<file path="config.mk">
export PLATFORM = sky130hd
export DESIGN_NAME = wcu_multi
export DESIGN_NICKNAME = d
export VERILOG_FILES = /design/src/rtl/wcu_multi.sv
export SDC_FILE = /design/constraint.sdc
export NUM_CORES = 1
export LEC_CHECK = 0
export CORE_AREA = 2 2 50 56
export CTS_CLUSTER_DIAMETER = 80
export DETAILED_ROUTE_END_ITERATION = 10
export DIE_AREA = 0 0 52 58
export PLACE_DENSITY = 0.65
export SLEW_MARGIN = 20
export SYNTH_ARGS = -nofsm -noshare
export SYNTH_HDL_FRONTEND = slang
export SYNTH_SLANG_ARGS = --single-unit
</file>
<file path="constraint.sdc">
create_clock -name clk -period 2.8 [get_ports clk]
set_input_delay 0.42 -clock clk [delete_from_list [all_inputs] [get_ports clk]]
set_output_delay 0.42 -clock clk [all_outputs]
set_load 0.02 [all_outputs]
</file>
<file path="src/rtl/wcu_multi.sv">
// wcu_multi: shared car signal with N_REQ batched pedestrian crossings, integrated phase timing and night flash
module wcu_multi #(
    parameter int N_REQ    = 4,
    parameter int CW       = 6,
    parameter int T_GREEN  = 6,
    parameter int T_YELLOW = 2,
    parameter int T_WALK   = 4,
    parameter int T_CLEAR  = 2
) (
    input  logic             clk,
    input  logic             reset,
    input  logic [N_REQ-1:0] req,
    input  logic             night,
    output logic [1:0]       ts,
    output logic [N_REQ-1:0] walk,
    output logic [N_REQ-1:0] pend,
    output logic             lid
);
    typedef enum logic [2:0] {GREEN, YELLOW, WALK, CLEAR, FLASH_ON, FLASH_OFF} state_t;
    state_t state, state_n;
    logic [CW-1:0] cnt;
    logic [N_REQ-1:0] walk_n, pend_n;
    logic exp_g, exp_y, exp_w, exp_c;
    assign exp_g = cnt >= CW'(T_GREEN - 1);
    assign exp_y = cnt == CW'(T_YELLOW - 1);
    assign exp_w = cnt == CW'(T_WALK - 1);
    assign exp_c = cnt == CW'(T_CLEAR - 1);
    always_comb begin
        state_n = state;
        walk_n  = walk;
        pend_n  = pend | (req & ~walk);
        case (state)
            GREEN:     if (exp_g) state_n = night ? FLASH_ON : (|pend ? YELLOW : GREEN);
            YELLOW:    if (exp_y) begin
                state_n = WALK;
                walk_n  = pend;
                pend_n  = req & ~walk;
            end
            WALK:      if (exp_w) begin
                state_n = CLEAR;
                walk_n  = '0;
            end
            CLEAR:     if (exp_c) state_n = GREEN;
            FLASH_ON:  if (exp_y) state_n = FLASH_OFF;
            FLASH_OFF: if (exp_y) state_n = night ? FLASH_ON : GREEN;
            default:   state_n = GREEN;
        endcase
    end
    always_ff @(posedge clk) begin
        if (!reset) begin
            state <= GREEN;
            cnt   <= '0;
            walk  <= '0;
            pend  <= '0;
            lid   <= 1'b0;
        end else begin
            state <= state_n;
            cnt   <= (state_n != state) ? '0 : (&cnt ? cnt : cnt + 1'b1);
            walk  <= walk_n;
            pend  <= pend_n;
            lid   <= |pend_n;
        end
    end
    assign ts = (state == GREEN) ? 2'b00 :
                (state == YELLOW || state == FLASH_ON) ? 2'b01 :
                (state == FLASH_OFF) ? 2'b11 : 2'b10;
endmodule

</file>
==> load_flow_metrics.sql, run 1 <==
INSERT INTO impl_metrics (metric_group, metric, value, unit) VALUES
('die', 'floorplan.initialDensity', '41.4', '%'),
('global_route', 'grt.total_usage', '16.1', '%'),
('detailed_routing', 'drt-vias-per-instance', '5.46', ''),
('power', 'share_comb_of_total_power', '33.9', '%'),
('detailed_routing', 'drt-initial-drc-count', '15', ''),
('timing', 'finalClockSkew', '0.00498', 'ns'),
('yosys', 'syn_area', '0.00101', 'mm^2'),
('timing', 'setup_viol', '0', ''),
('power', 'p_seq_share', '48.0', '%'),
('die', 'fp.coreArea', '0.00245', 'mm^2'),
('clock_tree', 'worst_setup_hold_path_clk_slew', '0.10', 'ns'),
('timing', 'worst_slack', '0.678', 'ns'),
('clock_tree', 'clock_insertion_delay_worst_skew', '0.29', 'ns'),
('hold_path', 'min_path_type', 'reg -> reg', ''),
('critical_path', 'category_of_the_worst_setup_path_launch_point', 'register', ''),
('cells_and_area', 'areaGrowthSynthToFinish', '21.3', '%'),
('clock_tree', 'post_cts.repair.setup_buffers', '0', ''),
('yosys', 'ys.warnings.count', '0', ''),
('status', 'outcome', 'completed', ''),
('cells_and_area', 'layout.cells.most_common', 'sky130_fd_sc_hd__dfxtp_1', ''),
('cells_and_area', 'final_net_count', '138', ''),
('timing', 'maxClockFrequency', '471', 'MHz'),
('clock_tree', 'tritoncts_num_sinks', '18', ''),
('yosys', 'synth.lib_cells_used.distinct', '34', ''),
('detailed_routing', 'drt_pre_antenna_iters', '4', ''),
('yosys', 'ys_ff_latch', '18', ''),
('detailed_routing', 'drt-wirelength-per-cell', '13.5', 'um'),
('critical_path', 'r2r-end', 'cnt[4]', ''),
('clock_tree', 'cts-buffers-inserted', '3', ''),
('critical_path', 'critical_path.reg2reg.startpoint', 'cnt[1]', ''),
('global_route', 'grt_pass1_wl', '3.66', 'mm'),
('critical_path', 'critPathKind', 'reg -> out', ''),
('global_route', 'first_global_vias', '836', ''),
('die', 'area_enclosed_by_the_die_boundary', '0.00302', 'mm^2'),
('cells_and_area', 'layout.filler_cells', '244', ''),
('cells_and_area', 'layout-drive-gt1-share', '7.94', '%'),
('power', 'power.share.clock', '18.1', '%'),
('yosys', 'synth.yosys.seq_area_share', '35.5', '%'),
('yosys', 'mapped_nets', '120', ''),
('power', 'total_power_per_unit_cell_area', '554', 'mW/mm^2'),
('timing', 'max_slew_margin', '59.2', '%'),
('detailed_routing', 'routed_wirelength', '2.13', 'mm'),
('timing', 'worst_slew_pin_slew', '0.606', 'ns'),
('critical_path', 'data_arrival_at_the_endpoint_of_the_critical_path', '1.70', 'ns'),
('cells_and_area', 'final-seq-area', '360', 'um^2'),
('timing', 'rsz0062_at_grt', 'false', ''),
('critical_path', 'timing.critical_path.required', '2.38', 'ns'),
('die', 'ios', '18', ''),
('placement', 'place_worst_setup_slack', '0.865', 'ns'),
('clock_tree', 'cts_tree', 'done', ''),
('global_route', 'grt_start_max_net_pins', '17', ''),
('clock_tree', 'h-tree-depth', '1', ''),
('clock_tree', 'root_buffer', 'sky130_fd_sc_hd__clkbuf_4', ''),
('power', 'p_int', '0.440', 'mW'),
('run', 'timing.max_cap.violations', '0', ''),
('placement', 'place_hpwl', '1.63', 'mm'),
('clock_tree', 'cts.repair.resized', '0', ''),
('critical_path', 'path_max_fanout', '8', ''),
('placement', 'gpl.final_weighted_congestion', '0.766', ''),
('detailed_routing', 'dr_total_vias', '858', ''),
('timing', 'slew_viol_final', '0', ''),
('critical_path', 'timing.critical_path.from', 'state[2]', ''),
('detailed_routing', 'drtAntennaViolNets', '0', ''),
('yosys', 'synthesis.instances', '110', ''),
('timing', 'shortest_clock_period_the_worst_path_allows_after_layout', '2.12', 'ns'),
('yosys', 'postSynth.asyncResetShare', '0', '%'),
('critical_path', 'setup.reg_to_reg.worst_slack', '0.82', 'ns'),
('cells_and_area', 'multiInputGateArea', '621', 'um^2'),
('clock_tree', 'cts.hold.buffers_added', '0', ''),
('timing', 'finalHoldViolCount', '0', ''),
('timing', 'fin_setup_tns', '0', 'ns');
## routing by layer
metal	part of all wire, %	global-route usage, %
met1	45	20.7
met2	48	26.0
met3	4.8	3.61
met4	1.4	6.02
met5	0	0
## registers in the layout (all words and copies together), names as in the netlist
signal / cells
state: 3
walk: 4
lid: 1
pend: 4
cnt: 6
## kinds of logic after synthesis
kind of cell	Yosys count	share of synthesized area, %
flops	18	35.5
simple gates	54	32.3
buf+inv	9	3.33
fa+ha+maj	3	3.70
compound gates	19	18.6
mux	3	3.08
xor+xnor	4	3.45
## critical path, cell delays in order (launching register included)
cell	delay, ns
sky130_fd_sc_hd__dfxtp_1	0.57
sky130_fd_sc_hd__nor2_1	0.12
sky130_fd_sc_hd__nor2_1	0.11
sky130_fd_sc_hd__clkdlybuf4s50_1	0.61
## how the worst min path moves through the flow
| stage | startpoint | to | cells after the start |
|---|---|---|---|
| floorplan | cnt[1] | cnt[1] | 2 |
| global placement | walk[2] | walk[2] | 2 |
| detailed placement | walk[3] | walk[3] | 2 |
| CTS | walk[3] | walk[3] | 2 |
| global route | walk[3] | walk[3] | 2 |
| finish | walk[3] | walk[3] | 2 |
## metrics by stage
step	util (%)	std cells	cell area (um^2)	hold WS, ns	power (mW)
6_report	50.3	157	1230	0.495	0.682
4_1_cts	50.3	157	1230	0.501	0.687
3_3_place_gp	49.4	154	1210	0.474	0.559
2_1_floorplan	-	110	1010	0.530	0.494
5_1_grt	50.3	157	1230	0.524	0.728
3_5_place_dp	49.4	154	1210	0.486	0.564
## area by class of cell
class | instances | share of cell area [%]
inverter | 5 | 1.52
timing repair buffer | 17 | 13.8
multi-input combinational | 83 | 50.4
sequential | 18 | 29.3
clock buffer | 3 | 1.83
tap | 31 | 3.15
## power by group through the flow
stage	registers [mW]	logic (mW)	clock network, mW
6_report	0.327	0.231	0.124
3_5_place_dp	0.333	0.230	0
4_1_cts	0.328	0.232	0.128
5_1_grt	0.334	0.250	0.145
3_3_place_gp	0.331	0.227	0
2_1_floorplan	0.312	0.182	0
## cells in the mapped netlist, drive strengths merged (2+ instances only)
master   n  share of area, %
nand3b   6               4.4
nand2    6               2.2
nor4     8               4.9
nand2b   5               3.8
inv      5               1.8
nor2b   10               6.2
a21boi   4               3.0
clkbuf   4               1.5
ha       3               3.7
nor2     5               1.8
and3     2               1.2
xnor2    3               2.6
or4      3               2.6
nor3b    2               1.5
o21ai    2              0.99
nand3    5               2.5
mux2i    2               2.0
dfxtp   18                36
a21oi    5               2.5
Note: power is estimated with default switching activity, not from simulation.
==> run 2: changes to the inputs <==
clock period = 2.05 ns   (was 2.8 ns; I/O delays follow)
==> load_flow_metrics.sql, run 2 (synthesis gave the netlist of run 1 again) <==
INSERT INTO impl_metrics (metric_group, metric, value, unit) VALUES
('die', 'die_h', '58', 'um'),
('critical_path', 'category_of_the_worst_setup_path_launch_point', 'register', ''),
('critical_path', 'critPathKind', 'reg -> out', ''),
('cells_and_area', 'layout.cells.most_common', 'sky130_fd_sc_hd__clkdlybuf4s50_1', ''),
('timing', 'setup_viol', '0', ''),
('power', 'power.total', '0.943', 'mW'),
('critical_path', 'cpMostUsedCell', 'sky130_fd_sc_hd__nor2_1', ''),
('critical_path', 'cp.buffers_inverters', '1', ''),
('timing', 'worst_slew_pin_slew', '0.439', 'ns'),
('timing', 'shortest_clock_period_the_worst_path_allows_after_layout', '1.94', 'ns'),
('die', 'fp.coreArea', '0.00245', 'mm^2'),
('global_route', 'grt_pass1_wl', '3.80', 'mm'),
('run', 'timing.max_cap.violations', '0', ''),
('placement', 'gpl.final_weighted_congestion', '0.812', ''),
('cells_and_area', 'largest-register', 'cnt', ''),
('clock_tree', 'tritoncts_num_sinks', '18', ''),
('timing', 'worst_slack', '0.112', 'ns'),
('cells_and_area', 'final_net_count', '141', ''),
('global_route', 'first_global_vias', '860', ''),
('die', 'ios', '18', ''),
('power', 'p_int', '0.613', 'mW'),
('die', 'floorplan.initialDensity', '41.4', '%'),
('global_route', 'grt_start_max_net_pins', '13', ''),
('clock_tree', 'clock_insertion_delay_worst_skew', '0.28', 'ns'),
('cells_and_area', 'multiInputGateArea', '624', 'um^2'),
('timing', 'finalClockSkew', '0.00278', 'ns'),
('critical_path', 'timing.critical_path.required', '1.74', 'ns'),
('detailed_routing', 'drt-vias-per-instance', '5.49', ''),
('power', 'total_power_per_unit_cell_area', '749', 'mW/mm^2'),
('placement', 'place_hpwl', '1.66', 'mm'),
('power', 'switchingPower', '0.330', 'mW'),
('detailed_routing', 'drt-wirelength-per-cell', '13.8', 'um'),
('timing', 'max_slew_margin', '70.5', '%'),
('clock_tree', 'h-tree-depth', '1', ''),
('detailed_routing', 'routed_wirelength', '2.21', 'mm'),
('die', 'die-width', '52', 'um'),
('clock_tree', 'cts-buffers-inserted', '3', ''),
('cells_and_area', 'final-seq-area', '363', 'um^2'),
('cells_and_area', 'layout.filler_cells', '231', ''),
('detailed_routing', 'drt_pre_antenna_iters', '3', ''),
('critical_path', 'critical-path-top-delay-family', 'buffers and inverters', ''),
('critical_path', 'path_max_fanout', '10', ''),
('cells_and_area', 'top_regs', 'cnt x6, pend x4, walk x4', ''),
('die', 'std_cell_rows', '19', ''),
('critical_path', 'worstPathCellList', 'nor2_1 -> nor2_1 -> clkdlybuf4s50_1', ''),
('critical_path', 'data_arrival_at_the_endpoint_of_the_critical_path', '1.63', 'ns'),
('critical_path', 'timing.critical_path.to_type', 'primary output', ''),
('detailed_routing', 'drt-initial-drc-count', '14', ''),
('global_route', 'grt-ovfl-total', '0', ''),
('cells_and_area', 'areaGrowthSynthToFinish', '24.2', '%'),
('power', 'vdd_ir_drop_max', '0.000381', 'V'),
('timing', 'fin_hold_ws', '0.494', 'ns'),
('timing', 'slew_viol_final', '0', ''),
('clock_tree', 'cts_tree', 'done', ''),
('placement', 'numPlacedInstances', '156', ''),
('critical_path', 'cell_at_the_slowest_stage_of_the_critical_path', 'sky130_fd_sc_hd__clkdlybuf4s50_1', ''),
('global_route', 'grt_antenna_before_repair', '0', ''),
('timing', 'maxClockFrequency', '516', 'MHz'),
('timing', 'timing.final.crit_share', '94.6', '%'),
('detailed_routing', 'drtAntennaViolNets', '0', ''),
('critical_path', 'cp_slowest_stage_delay', '0.61', 'ns'),
('cells_and_area', 'largest_register_ffs', '6', ''),
('cells_and_area', 'most-common-layout-cells', 'sky130_fd_sc_hd__clkdlybuf4s50_1 (17), sky130_fd_sc_hd__dfxtp_1 (16), sky130_fd_sc_hd__nor2b_1 (10)', ''),
('cells_and_area', 'layout-drive-gt1-share', '12.4', '%'),
('clock_tree', 'root_buffer', 'sky130_fd_sc_hd__clkbuf_4', ''),
('placement', 'place_worst_setup_slack', '0.127', 'ns'),
('detailed_routing', 'drc', '0', ''),
('cells_and_area', 'antenna_cells', '0', ''),
('hold_path', 'min_path_type', 'reg -> reg', ''),
('clock_tree', 'cts.hold.buffers_added', '0', ''),
('status', 'outcome', 'completed', ''),
('clock_tree', 'worst_setup_hold_path_clk_slew', '0.09', 'ns'),
('power', 'p_seq_share', '47.7', '%'),
('power', 'share_comb_of_total_power', '34.9', '%'),
('power', 'power.leakage', '0.458', 'nW'),
('cells_and_area', 'final_cell_count_no_fill', '160', ''),
('detailed_routing', 'dr_total_vias', '879', ''),
('die', 'area_enclosed_by_the_die_boundary', '0.00302', 'mm^2'),
('global_route', 'grt.total_usage', '16.6', '%'),
('power', 'switching_share', '35.0', '%'),
('timing', 'finalHoldViolCount', '0', ''),
('placement', 'numPortBuffers', '17', ''),
('power', 'power.share.clock', '17.4', '%'),
('clock_tree', 'cts.path.max_buffers', '2', '');
==> run 2: worst paths after layout <==
path / end / cells past startpoint / from / slack (ns)
max: ts[0] / 3 / state[0] / 0.11
min reg2reg: walk[3] / 2 / walk[3] / 0.49
min: walk[3] / 2 / walk[3] / 0.49
max reg2reg: state[0] / 6 / cnt[1] / 0.15
==> run 2: per-layer routing <==
metal  global-route usage [%]  part of all wire [%]  up-vias
met5                        0                     0        -
met4                     7.52                  0.59        0
met3                     2.84                   3.9        2
met2                     26.0                    49       20
met1                     22.1                    47      417
li1                         -                     -      440
==> run 2: timing repair <==
| action | 4_1_cts | 5_1_grt |
|---|---|---|
| resized for setup | 0 | 3 |
| endpoints found under the setup margin | 0 | 6 |
| buffers inserted | 0 | 1 |
==> run 2: area by class of cell <==
| type | count | area share (%) |
|---|---|---|
| Timing Repair Buffer | 20 | 15.3 |
| Sequential cell | 18 | 28.8 |
| Clock buffer | 3 | 1.79 |
| Tap cell | 31 | 3.08 |
| Multi-Input combinational cell | 83 | 49.6 |
| Inverter | 5 | 1.49 |
==> run 2: stage by stage <==
step	util, %	instance area [um^2]	TNS (ns)
2_1_floorplan	-	1010	0
3_3_place_gp	50.0	1220	0
3_5_place_dp	50.0	1220	0
4_1_cts	50.9	1250	0
5_1_grt	51.5	1260	-0.0133
6_report	51.5	1260	0
==> run 2: worst reg2reg max path, delay by kind of cell, from the launching register on <==
kind	cells	cell delay [ns]
buf+inv	1	0.08
compound gates	3	0.94
simple gates	1	0.17
fa+ha+maj	1	0.25
flops	1	0.37
==> run 2: power groups by stage <==
stage | Combinational, mW | Clock [mW] | Sequential, mW
final | 0.329 | 0.164 | 0.450
after global routing | 0.362 | 0.198 | 0.457
after CTS | 0.322 | 0.174 | 0.445
after detailed placement | 0.319 | 0 | 0.454
after global placement | 0.317 | 0 | 0.453
after floorplan | 0.249 | 0 | 0.426
==> run 3: changes to the inputs <==
ABC_AREA = 1   (was unset)
==> load_flow_metrics.sql, run 3 <==
INSERT INTO impl_metrics (metric_group, metric, value, unit) VALUES
('critical_path', 'timing.critical_path.required', '1.74', 'ns'),
('run', 'timing.max_cap.violations', '0', ''),
('die', 'die-width', '52', 'um'),
('critical_path', 'critPathKind', 'reg -> out', ''),
('global_route', 'first_global_vias', '912', ''),
('cells_and_area', 'top_regs', 'cnt x6, pend x4, walk x4', ''),
('timing', 'shortest_clock_period_the_worst_path_allows_after_layout', '1.98', 'ns'),
('clock_tree', 'cts-buffers-inserted', '3', ''),
('power', 'total_power_per_unit_cell_area', '921', 'mW/mm^2'),
('die', 'ios', '18', ''),
('global_route', 'grt.total_usage', '16.9', '%'),
('cells_and_area', 'layout-drive-gt1-share', '15.8', '%'),
('clock_tree', 'worst_setup_hold_path_clk_slew', '0.10', 'ns'),
('timing', 'slew_viol_final', '0', ''),
('yosys', 'synth_simple_gate_area_share', '35.1', '%'),
('timing', 'max_slew_margin', '77.4', '%'),
('detailed_routing', 'drt-vias-per-instance', '4.79', ''),
('hold_path', 'min_path_type', 'reg -> reg', ''),
('critical_path', 'cpMostUsedCell', 'sky130_fd_sc_hd__inv_2', ''),
('yosys', 'post_synth_edffs', '0', ''),
('yosys', 'synth_commonest_cells', 'sky130_fd_sc_hd__nor2_1 (26), sky130_fd_sc_hd__inv_1 (24), sky130_fd_sc_hd__dfxtp_1 (18)', ''),
('detailed_routing', 'drt-wirelength-per-cell', '11.6', 'um'),
('critical_path', 'path_max_fanout', '4', ''),
('yosys', 'compound_gate_fraction_of_synth_area', '12.2', '%'),
('die', 'die_h', '58', 'um'),
('yosys', 'synth.yosys.seq_area_share', '35.6', '%'),
('yosys', 'synth_adder_area_share', '3.70', '%'),
('power', 'p_seq_share', '39.8', '%'),
('detailed_routing', 'routed_wirelength', '2.27', 'mm'),
('yosys', 'cell_with_the_most_instances_after_synthesis', 'sky130_fd_sc_hd__nor2_1', ''),
('global_route', 'grt-ovfl-total', '0', ''),
('critical_path', 'cp.buffers_inverters', '3', ''),
('power', 'power.share.clock', '15.1', '%'),
('power', 'p_int', '0.685', 'mW'),
('cells_and_area', 'largest_register_ffs', '6', ''),
('critical_path', 'cell_at_the_slowest_stage_of_the_critical_path', 'sky130_fd_sc_hd__clkdlybuf4s50_1', ''),
('cells_and_area', 'areaGrowthSynthToFinish', '24.2', '%'),
('die', 'fp.coreArea', '0.00245', 'mm^2'),
('clock_tree', 'tritoncts_num_sinks', '18', ''),
('critical_path', 'worstPathCellList', 'inv_2 -> nor2_2 -> inv_2 -> nand2_1 -> clkdlybuf4s50_1', ''),
('yosys', 'yosys.area_share.xor_xnor', '1.73', '%'),
('yosys', 'ys.warnings.count', '0', ''),
('cells_and_area', 'final-seq-area', '362', 'um^2'),
('global_route', 'grt_pass1_wl', '3.84', 'mm'),
('yosys', 'synth.area.top_cells', 'sky130_fd_sc_hd__dfxtp_1 (36%), sky130_fd_sc_hd__nor2_1 (9.6%), sky130_fd_sc_hd__inv_1 (8.9%)', ''),
('clock_tree', 'clock_insertion_delay_worst_skew', '0.29', 'ns'),
('detailed_routing', 'drtAntennaViolNets', '0', ''),
('critical_path', 'cp_slowest_stage_delay', '0.59', 'ns'),
('detailed_routing', 'drc', '0', ''),
('power', 'switchingPower', '0.475', 'mW'),
('power', 'power.leakage', '0.605', 'nW'),
('cells_and_area', 'final_net_count', '177', ''),
('critical_path', 'data_arrival_at_the_endpoint_of_the_critical_path', '1.67', 'ns'),
('timing', 'worst_slew_pin_slew', '0.337', 'ns'),
('yosys', 'synthesis.instances', '144', ''),
('detailed_routing', 'dr_total_vias', '939', ''),
('yosys', 'synthDominantAreaCellType', 'sky130_fd_sc_hd__dfxtp_1', ''),
('yosys', 'post_synth_mux_area_share', '0.988', '%'),
('yosys', 'syn_area', '0.00101', 'mm^2'),
('die', 'floorplan.initialDensity', '41.4', '%'),
('clock_tree', 'h-tree-depth', '1', ''),
('placement', 'numPortBuffers', '17', ''),
('clock_tree', 'cts_tree', 'done', ''),
('timing', 'finalHoldViolCount', '0', ''),
('cells_and_area', 'largest-register', 'cnt', ''),
('cells_and_area', 'multiInputGateArea', '547', 'um^2'),
('cells_and_area', 'most-common-layout-cells', 'sky130_fd_sc_hd__nor2_1 (25), sky130_fd_sc_hd__inv_1 (24), sky130_fd_sc_hd__nand2_1 (17), sky130_fd_sc_hd__dfxtp_1 (17), sky130_fd_sc_hd__clkdlybuf4s50_1 (16)', ''),
('timing', 'maxClockFrequency', '505', 'MHz'),
('yosys', 'synth.lib_cells_used.distinct', '26', ''),
('placement', 'gpl.final_weighted_congestion', '0.807', ''),
('die', 'std_cell_rows', '19', ''),
('global_route', 'grt_start_max_net_pins', '10', ''),
('yosys', 'postSynth.topFlopCell', 'sky130_fd_sc_hd__dfxtp_1', ''),
('yosys', 'syn_avg_cell_area', '7.04', 'um^2'),
('status', 'outcome', 'completed', ''),
('power', 'share_comb_of_total_power', '45.1', '%'),
('detailed_routing', 'drt_pre_antenna_iters', '4', ''),
('critical_path', 'category_of_the_worst_setup_path_launch_point', 'register', ''),
('die', 'area_enclosed_by_the_die_boundary', '0.00302', 'mm^2'),
('yosys', 'postSynth.asyncResetShare', '0', '%'),
('cells_and_area', 'fin_util', '51.4', '%'),
('timing', 'fin_hold_ws', '0.544', 'ns'),
('critical_path', 'critical-path-top-delay-family', 'buffers and inverters', ''),
('clock_tree', 'post_cts.repair.setup_buffers', '0', ''),
('power', 'vdd_ir_drop_max', '0.000551', 'V'),
('cells_and_area', 'antenna_cells', '0', ''),
('cells_and_area', 'layout.cells.most_common', 'sky130_fd_sc_hd__nor2_1', ''),
('power', 'power.total', '1.16', 'mW'),
('yosys', 'synth_top_family_by_area', 'simple AND/OR/NAND/NOR gates', ''),
('cells_and_area', 'layout.filler_cells', '254', ''),
('timing', 'finalClockSkew', '0.00169', 'ns'),
('yosys', 'ys_ff_latch', '18', ''),
('clock_tree', 'root_buffer', 'sky130_fd_sc_hd__clkbuf_4', ''),
('placement', 'place_hpwl', '1.78', 'mm'),
('critical_path', 'timing.critical_path.to_type', 'primary output', ''),
('timing', 'setup_viol', '0', ''),
('power', 'switching_share', '40.9', '%'),
('global_route', 'grt_antenna_before_repair', '0', ''),
('timing', 'timing.final.crit_share', '96.5', '%'),
('detailed_routing', 'drt-initial-drc-count', '10', ''),
('yosys', 'synth_top_area_share', '35.6', '%'),
('yosys', 'mapped_nets', '154', ''),
('clock_tree', 'cts.path.max_buffers', '2', '');
[run 3: cell count changes after synthesis, moves of 5 or more]
cell and change:
sky130_fd_sc_hd__inv_2 +5, sky130_fd_sc_hd__o21ai_0 +6, sky130_fd_sc_hd__nand2_1 +11, sky130_fd_sc_hd__inv_1 +19
sky130_fd_sc_hd__nor4_1 -8, sky130_fd_sc_hd__nor2_2 +5, sky130_fd_sc_hd__nand3b_1 -5, sky130_fd_sc_hd__nor2b_1 -10
sky130_fd_sc_hd__nor2_1 +21
[run 3: worst paths after layout]
check / startpoint / end / slack [ns] / depth (start not counted)
worst max-delay path: state[0] / ts[0] / 0.07 / 5
worst min-delay path: pend[2] / walk[2] / 0.54 / 2
worst max register to register: cnt[1] / cnt[3] / 0.47 / 9
worst min register to register: pend[2] / walk[2] / 0.54 / 2
[run 3: layer usage]
layer | routed length (um) | GRT usage, % | up-vias
met3 | 78 | 3.61 | 4
met2 | 1210 | 30.7 | 15
li1 | - | - | 495
met1 | 955 | 18.8 | 425
met4 | 22 | 6.77 | 0
met5 | 0 | 0 | -
[run 3: cell families after synthesis]
group | count (synthesis)
flip-flops | 18
multiplexers | 1
AO/OA/AOI/OAI | 22
adder cells (fa/ha/maj) | 3
AND/OR/NAND/NOR | 69
buffers and inverters | 29
XOR/XNOR | 2
[run 3: power groups by stage]
| stage | Clock [mW] | Combinational, mW | Sequential (mW) |
|---|---|---|---|
| after floorplan | 0 | 0.339 | 0.484 |
| after global placement | 0 | 0.514 | 0.463 |
| after detailed placement | 0 | 0.528 | 0.466 |
| after CTS | 0.185 | 0.529 | 0.459 |
| after global routing | 0.197 | 0.582 | 0.471 |
| final | 0.175 | 0.523 | 0.462 |
[run 3: worst register-to-register path, stage by stage, from the launching register on]
cell and delay [ns]:
sky130_fd_sc_hd__dfxtp_1 0.39, sky130_fd_sc_hd__inv_1 0.08, sky130_fd_sc_hd__ha_1 0.23, sky130_fd_sc_hd__o21ai_0 0.17, sky130_fd_sc_hd__nand2_1 0.10, sky130_fd_sc_hd__nand4_1 0.11
sky130_fd_sc_hd__nand3_1 0.08, sky130_fd_sc_hd__nor2_1 0.12, sky130_fd_sc_hd__nand2_2 0.11, sky130_fd_sc_hd__nor2_1 0.11
[run 3: timing repair]
action                                  4_1_cts  5_1_grt
gates resized for setup                       0        3
endpoints found under the setup margin        0        2
hold buffers                                  0        0
[run 3: layout make-up]
type | instances | share of cell area (%)
clock buffers | 3 | 1.79
inverters | 29 | 8.65
multi-input cells | 97 | 43.4
flip-flops and latches | 18 | 28.7
well taps | 31 | 3.08
repair buffers | 18 | 14.3
[run 3: metrics by stage]
stage | worst slack, ns | setup TNS (ns) | area (um^2) | cells
finish | 0.0714 | 0 | 1260 | 196
global route | -0.00310 | -0.00310 | 1260 | 196
CTS | 0.00614 | 0 | 1250 | 196
detailed placement | 0.342 | 0 | 1230 | 193
global placement | 0.367 | 0 | 1230 | 193
floorplan | 0.704 | 0 | 1010 | 144
